## src/rtl/serial_adder.sv

```systemverilog
// serial_adder: bit-serial ripple adder. Two WIDTH-bit operands are latched on
// start and fed LSB first, one bit pair per clock, through a single full adder
// built from two half adders and a carry flop. The registered sum/cout are
// updated only when the last bit has been processed.
module serial_adder #(
  parameter int WIDTH = 8
) (
  input  logic             clk,
  input  logic             rst_n,
  input  logic             start,
  input  logic [WIDTH-1:0] a,
  input  logic [WIDTH-1:0] b,
  output logic             busy,
  output logic             done,
  output logic [WIDTH-1:0] sum,
  output logic             cout
);

  localparam int CW = $clog2(WIDTH) + 1;
  localparam logic [CW-1:0] LAST_BIT = CW'(WIDTH - 1);

  typedef enum logic [1:0] {
    IDLE = 2'd0,
    RUN  = 2'd1,
    DONE = 2'd2
  } state_t;

  state_t           state_q, state_d;
  logic [WIDTH-1:0] a_sh_q, a_sh_d;
  logic [WIDTH-1:0] b_sh_q, b_sh_d;
  logic [WIDTH-1:0] res_q, res_d;
  logic [WIDTH-1:0] sum_q, sum_d;
  logic             carry_q, carry_d;
  logic             cout_q, cout_d;
  logic [CW-1:0]    cnt_q, cnt_d;

  logic [1:0]       ha0, ha1;
  logic             fa_sum, fa_carry;
  logic [WIDTH-1:0] res_shift;

  // Half adder cell: returns {carry, sum}.
  function automatic logic [1:0] half_add(input logic x, input logic y);
    return {x & y, x ^ y};
  endfunction

  // Full adder from two half adders on the current LSB pair and the carry flop.
  always_comb begin
    ha0      = half_add(a_sh_q[0], b_sh_q[0]);
    ha1      = half_add(ha0[0], carry_q);
    fa_sum   = ha1[0];
    fa_carry = ha0[1] | ha1[1];
  end

  // Result register with the new sum bit entering at the MSB; a 1-bit result
  // has nothing to shift down, so it is just the sum bit.
  if (WIDTH == 1) begin : g_res_w1
    assign res_shift = fa_sum;
  end else begin : g_res_wn
    assign res_shift = {fa_sum, res_q[WIDTH-1:1]};
  end

  // Next-state and datapath updates for the IDLE/RUN/DONE sequencer.
  always_comb begin
    state_d = state_q;
    a_sh_d  = a_sh_q;
    b_sh_d  = b_sh_q;
    res_d   = res_q;
    sum_d   = sum_q;
    carry_d = carry_q;
    cout_d  = cout_q;
    cnt_d   = cnt_q;
    case (state_q)
      IDLE, DONE: begin
        if (start) begin
          state_d = RUN;
          a_sh_d  = a;
          b_sh_d  = b;
          carry_d = 1'b0;
          cnt_d   = '0;
        end else begin
          state_d = IDLE;
        end
      end
      RUN: begin
        res_d   = res_shift;
        a_sh_d  = a_sh_q >> 1;
        b_sh_d  = b_sh_q >> 1;
        carry_d = fa_carry;
        cnt_d   = cnt_q + CW'(1);
        if (cnt_q == LAST_BIT) begin
          state_d = DONE;
          sum_d   = res_shift;
          cout_d  = fa_carry;
        end
      end
      default: state_d = IDLE;
    endcase
  end

  // State and datapath registers; reset clears everything and aborts a run.
  always_ff @(posedge clk or negedge rst_n) begin
    if (!rst_n) begin
      state_q <= IDLE;
      a_sh_q  <= '0;
      b_sh_q  <= '0;
      res_q   <= '0;
      sum_q   <= '0;
      carry_q <= 1'b0;
      cout_q  <= 1'b0;
      cnt_q   <= '0;
    end else begin
      state_q <= state_d;
      a_sh_q  <= a_sh_d;
      b_sh_q  <= b_sh_d;
      res_q   <= res_d;
      sum_q   <= sum_d;
      carry_q <= carry_d;
      cout_q  <= cout_d;
      cnt_q   <= cnt_d;
    end
  end

  assign busy = (state_q == RUN);
  assign done = (state_q == DONE);
  assign sum  = sum_q;
  assign cout = cout_q;

endmodule

```

## config.mk

```make
export PLATFORM = sky130hd
export DESIGN_NAME = serial_adder
export DESIGN_NICKNAME = d
export VERILOG_FILES = /design/src/rtl/serial_adder.sv
export SDC_FILE = /design/constraint.sdc
export NUM_CORES = 1
export LEC_CHECK = 0
export CORE_MARGIN = 2
export CORE_UTILIZATION = 25
export DETAILED_ROUTE_END_ITERATION = 10
export PLACE_DENSITY = 0.58
export SETUP_SLACK_MARGIN = 0.02
export SYNTH_ARGS = -nofsm -noshare
export SYNTH_HDL_FRONTEND = slang
export SYNTH_SLANG_ARGS = --single-unit
```

## constraint.sdc

```tcl
create_clock -name clk -period 1.3 [get_ports clk]
set_input_delay 0.26 -clock clk [delete_from_list [all_inputs] [get_ports clk]]
set_output_delay 0.26 -clock clk [all_outputs]
set_load 0.01 [all_outputs]
```

==> results of run 1 <==
cell families after synthesis:
logic type | Yosys count | share of synthesized area
AOI/OAI and AO/OA | 34 | 0.1707
DFF | 39 | 0.6023
adders and majority gates | 2 | 0.02008
and+or+nand+nor | 11 | 0.04402
buffers and inverters | 7 | 0.03243
muxes | 19 | 0.1305
cell usage after synthesis:
| library cell | instances |
|---|---|
| mux2i_1 | 2 |
| buf_6 | 2 |
| nand4_1 | 1 |
| a21o_1 | 14 |
| nand2_1 | 3 |
| dfrtp_1 | 39 |
| buf_4 | 2 |
| and2b_4 | 1 |
| a22o_1 | 19 |
| fa_1 | 1 |
| nand2b_1 | 1 |
| nor2b_1 | 3 |
| nor2_2 | 1 |
| mux2_2 | 17 |
| nor3b_2 | 1 |
| ha_1 | 1 |
| o21ai_0 | 1 |
| buf_2 | 3 |
layout make-up:
| cell class | instances | area, µm² | area share |
|---|---|---|---|
| flip-flops and latches | 39 | 975.9 | 0.4019 |
| multi-input cells | 66 | 684.4 | 0.2818 |
| repair buffers | 52 | 584.3 | 0.2406 |
| well taps | 77 | 96.34 | 0.03967 |
| clock buffers | 6 | 82.58 | 0.03400 |
| clock inverters | 1 | 5.005 | 0.002061 |
what timing repair did:
item | CTS | global route
gates resized for setup | 36 | 7
pin swaps | 13 | 10
hold endpoints to repair | 39 | 0
setup buffers | 7 | 1
cloned | 3 | 0
endpoints found under the setup margin | 44 | 39
hold buffers | 1 | 0
metal layers:
layer / up-vias / global-route usage
li1: 515 / -
met1: 551 / 0.1356
met2: 35 / 0.1603
met3: 3 / 0.03540
met4: 0 / 0.02597
met5: - / 0
worst max path at each step:
stage | startpoint | end | slack, ps
6_report | cnt_q[1] | sum[1] | -160
5_1_grt | cnt_q[1] | sum[5] | -220
4_1_cts | state_q[1] | sum[1] | -170
3_5_place_dp | start | b_sh_q[6] | -280
3_3_place_gp | start | b_sh_q[6] | -250
2_1_floorplan | state_q[1] | cout | -70
flip-flops by register name, indices dropped and copies added (netlist names):
signal   flops
cnt_q        4
b_sh_q       8
a_sh_q       8
carry_q      1
state_q      2
cout         1
res_q        7
sum          8
worst register-to-register path, cell delays in order, from the launching register on:
cell,delay (ps)
dfrtp_1,370
ha_2,220
nand2_4,60
nor3b_4,210
buf_12,170
mux2_4,310
power by group:
group          switching, mW  internal (mW)  total, mW  leakage [nW]
combinational           1.10           2.03       3.13         0.695
clock                  0.391          0.416      0.807        0.0470
sequential             0.360           1.77       2.13         0.489
==> flow_summary.toml, run 1 <==
[run_status]
outcome = "finished, violations left"
violations = "negative setup slack"

[drt]
wl_mm = 3.383
met1_length_mm = 1.551
ant_nets = 0
drc = 0
wl_met2_mm = 1.575
highest_layer = "met4"
wire_per_inst_um = 14.04
met3_length_um = 227
drtIter0Drc = 60
first_pass_iters = 4
vias = 1104
viasPerCell = 4.581

[worst_setup_path]
crit_fanout = 10
cp.arrival_ps = 1630
reg2reg_depth = 5
critPathMaxStageDelay_ps = 370
crit_type = "reg2reg"
path_cells = "ha_2 > nand2_4 > nor3b_4 > buf_12 > mux2_4"
rr_endpoint = "sum[1]"
critical_path.endpoint_type = "register"
rr_startpoint = "cnt_q[1]"
crit_slowest_cell = "dfrtp_1"
crit_required_ps = 1470
regToRegSetupSlack_ps = -160
startpoint_type = "register"
path_buf_inv = 1
critPathTopFamily = "flip-flops"
cp.depth = 5

[clock_tree]
insertion_delay_ps = 290
cts_buffers = 5
clockBufferDepth = 2
htreeDepth = 2
clock_sinks = 39
clockRootBuffer = "clkbuf_8"
clk_pin_slew_ps = 80
tritoncts = "built"

[die]
die_w_um = 84.51
pin_count = 30
row_count = 29
die_y_um = 84.51
dieArea_um2 = 7141
core_area_um2 = 6314
initial_utilization = 0.2566

[timing]
fmax_ghz = 0.6862
finalHoldViolations = 0
fin_crit_sh = 1.121
layout_setup_ws_ps = -157.3
worst_slew_pin_slew_ps = 224.2
fin_setup_tns_ps = -2656
hold_ws_ps = 450.5
setup_viol = 38
drv_slew = 0
skew_ps = 11.01
grt_setup_unrepaired = "true"
period_minus_slack_ps = 1457
slew_headroom = 0.8502

[logic_synthesis]
syn_nets = 133
synth_area_leader_cell = "dfrtp_1"
synthDominantCellAreaShare = 0.6023
synth_area_um2 = 1620
synth_area_leaders = "dfrtp_1 (60%), mux2_2 (12%), a22o_1 (10%)"
synth-seq-cells = 39
synth-seq-area-share = 0.6023
syn_area_per_cell_um2 = 14.47
synth_warnings = 0
yosysUniqueCellTypes = 18
synthCells = 112

[placement]
hpwl_mm = 2.134
gp_congestion = 0.7318
placed_area_um2 = 2125
io_buffers = 29
post-place-ws_ps = -282.0
dp.cells = 223

[grt]
antenna_found_initial = 0
grt_overflow_total = 0
grt_pass1_vias = 1195
grt_max_degree = 40
grt_pass1_wl_mm = 5.761
grt_usage = 0.1021

[finish]
instances_no_fill = 241
finish.utilization = 0.3847
layout_commonest_cell = "dfrtp_1"
n_antenna_cell = 0
final_nets = 185
area_growth_pct = 49.88
drive_gt1_frac = 0.3354
fillers = 614
mostFrequentLayoutCells = "dfrtp_1 (39), a22o_1 (19), mux2_4 (17), clkdlybuf4s50_1 (17), a21o_1 (14)"
fin_area_um2 = 2429

[flow_run]
max_cap_violations = 0

[pwr]
vdd_drop_max_mv = 0.8909
power.total_mw = 6.071
powerDensity_nw_per_um2 = 2500
power.leakage_nw = 1.231

[worst_hold_path]
worstHoldPathType = "in2async"
No activity file was read; power rests on OpenSTA's default activity.
==> run 2: changes to the inputs <==
--- a/config.mk
+++ b/config.mk
@@ -10,5 +10,5 @@
 export DETAILED_ROUTE_END_ITERATION = 10
 export PLACE_DENSITY = 0.58
-export SETUP_SLACK_MARGIN = 0.02
+export SETUP_SLACK_MARGIN = 0.1
 export SYNTH_ARGS = -nofsm -noshare
 export SYNTH_HDL_FRONTEND = slang
==> constraint.sdc (replaced) <==
create_clock -name clk -period 1.3 [get_ports clk]
set_input_delay 0.26 -clock clk [delete_from_list [all_inputs] [get_ports clk]]
set_output_delay 0.26 -clock clk [all_outputs]
set_load 0.005 [all_outputs]
==> run 2 against run 1 <==
- final cell count is 3.3% higher
- critical path type unchanged
- largest cell class unchanged
- clock skew is 6.3 ps lower
- the run still ends with negative setup slack left
- combinational power is 5% lower
- final area is 0.46% higher
- clock power is 2% lower
- register-to-register slack hardly changed
==> flow_summary.toml, run 2 (same netlist as run 1, synthesis figures left out) <==
[timing]
finalHoldViolations = 0
drv_slew = 0
period_minus_slack_ps = 1467
setup_viol = 38
fmax_ghz = 0.6815
slew_headroom = 0.8562
layout_setup_ws_ps = -167.3
skew_ps = 4.754
grt_setup_unrepaired = "true"
fin_crit_sh = 1.129
worst_slew_pin_slew_ps = 215.7
hold_ws_ps = 458.8

[drt]
first_pass_iters = 4
ant_nets = 0
drtIter0Drc = 37
viasPerCell = 4.470
vias = 1113
wl_mm = 3.369
drc = 0
wire_per_inst_um = 13.53

[grt]
grt_max_degree = 40
grt_pass1_wl_mm = 5.561
grt_pass1_vias = 1176
grt_usage = 0.09592
grt_overflow_total = 0
antenna_found_initial = 0

[finish]
fin_area_um2 = 2440
finish.utilization = 0.3864
layout_commonest_cell = "dfrtp_1"
area_growth_pct = 50.58
mostFrequentLayoutCells = "dfrtp_1 (39), a22o_1 (19), clkdlybuf4s50_1 (17)"
drive_gt1_frac = 0.3605
final_nets = 192
n_antenna_cell = 0

[run_status]
violations = "negative setup slack"
outcome = "finished, violations left"

[pwr]
vdd_drop_max_mv = 0.9190
power.leakage_nw = 1.205
powerDensity_nw_per_um2 = 2409

[clock_tree]
clk_pin_slew_ps = 70
cts_buffers = 5
tritoncts = "built"
insertion_delay_ps = 290
clock_sinks = 39
htreeDepth = 2
clockBufferDepth = 2
clockRootBuffer = "clkbuf_8"

[worst_setup_path]
crit_required_ps = 1470
crit_type = "reg2reg"
crit_fanout = 10
critical_path.endpoint_type = "register"
startpoint_type = "register"
cp.arrival_ps = 1640

[flow_run]
max_cap_violations = 0

[die]
row_count = 29
die_y_um = 84.51
dieArea_um2 = 7141
pin_count = 30
die_w_um = 84.51
initial_utilization = 0.2566
core_area_um2 = 6314

[placement]
placed_area_um2 = 2132
hpwl_mm = 2.126
gp_congestion = 0.7275
io_buffers = 29

[worst_hold_path]
worstHoldPathType = "in2async"
## run 2: final timing paths
| path | startpoint | to | slack [ps] | cells past startpoint |
|---|---|---|---|---|
| min in group clk | a_sh_q[4] | a_sh_q[4] | 480 | 1 |
| max in group asynchronous | rst_n | a_sh_q[0] | 640 | 3 |
| worst max register to register | state_q[0] | sum[0] | -170 | 5 |
| worst min-delay path | rst_n | a_sh_q[5] | 460 | 3 |
| worst max-delay path | state_q[0] | sum[0] | -170 | 5 |
| worst min register to register | a_sh_q[4] | a_sh_q[4] | 480 | 1 |
## run 2: what timing repair did
action	in CTS	in global routing
setup endpoints to repair	48	46
gates cloned	0	3
buffers inserted	9	7
hold buffers	1	0
endpoints found under the hold margin	39	0
pin swaps	0	4
resized for setup	23	19
## run 2: where the power goes
group          internal (mW)  total [mW]  leakage [nW]  switching, mW
Clock                  0.375       0.789        0.0412          0.414
Sequential              1.77        2.11         0.489          0.337
Combinational           1.97        2.98         0.675           1.01
Total                   4.11        5.88          1.20           1.76
## run 2: final cells by class
| class | count | area [µm²] |
|---|---|---|
| clock buffers | 6 | 72.57 |
| clock inverters | 2 | 12.51 |
| fillers | 626 | 3874 |
| multi-input cells | 66 | 660.6 |
| flip-flops and latches | 39 | 975.9 |
| well taps | 77 | 96.34 |
| repair buffers | 59 | 621.8 |
## run 2: critical path: stages, from the launching register on
cell and delay [ps]:
dfrtp_1 380, buf_6 100, and2b_4 170, nor3b_4 220
buf_12 170, mux2_4 310
## run 2: metrics by stage
step                      power (mW)  setup TNS, ps  instances  setup slack (ps)
after floorplan                3.639         -605.1        112            -67.23
after global placement         4.407          -6316        224            -252.7
after detailed placement       4.510          -6598        224            -274.3
after CTS                      5.461          -4478        242            -166.9
after global routing           6.309          -6387        249            -231.4
final                          5.877          -4357        249            -167.3
## run 2: metal layers
layer,part of all wire,routed length (µm),GRT usage
met2,0.47,1599,0.1560
met1,0.46,1564,0.1206
met3,0.056,190,0.03835
met4,0.0045,15,0.02165
met5,0,0,0
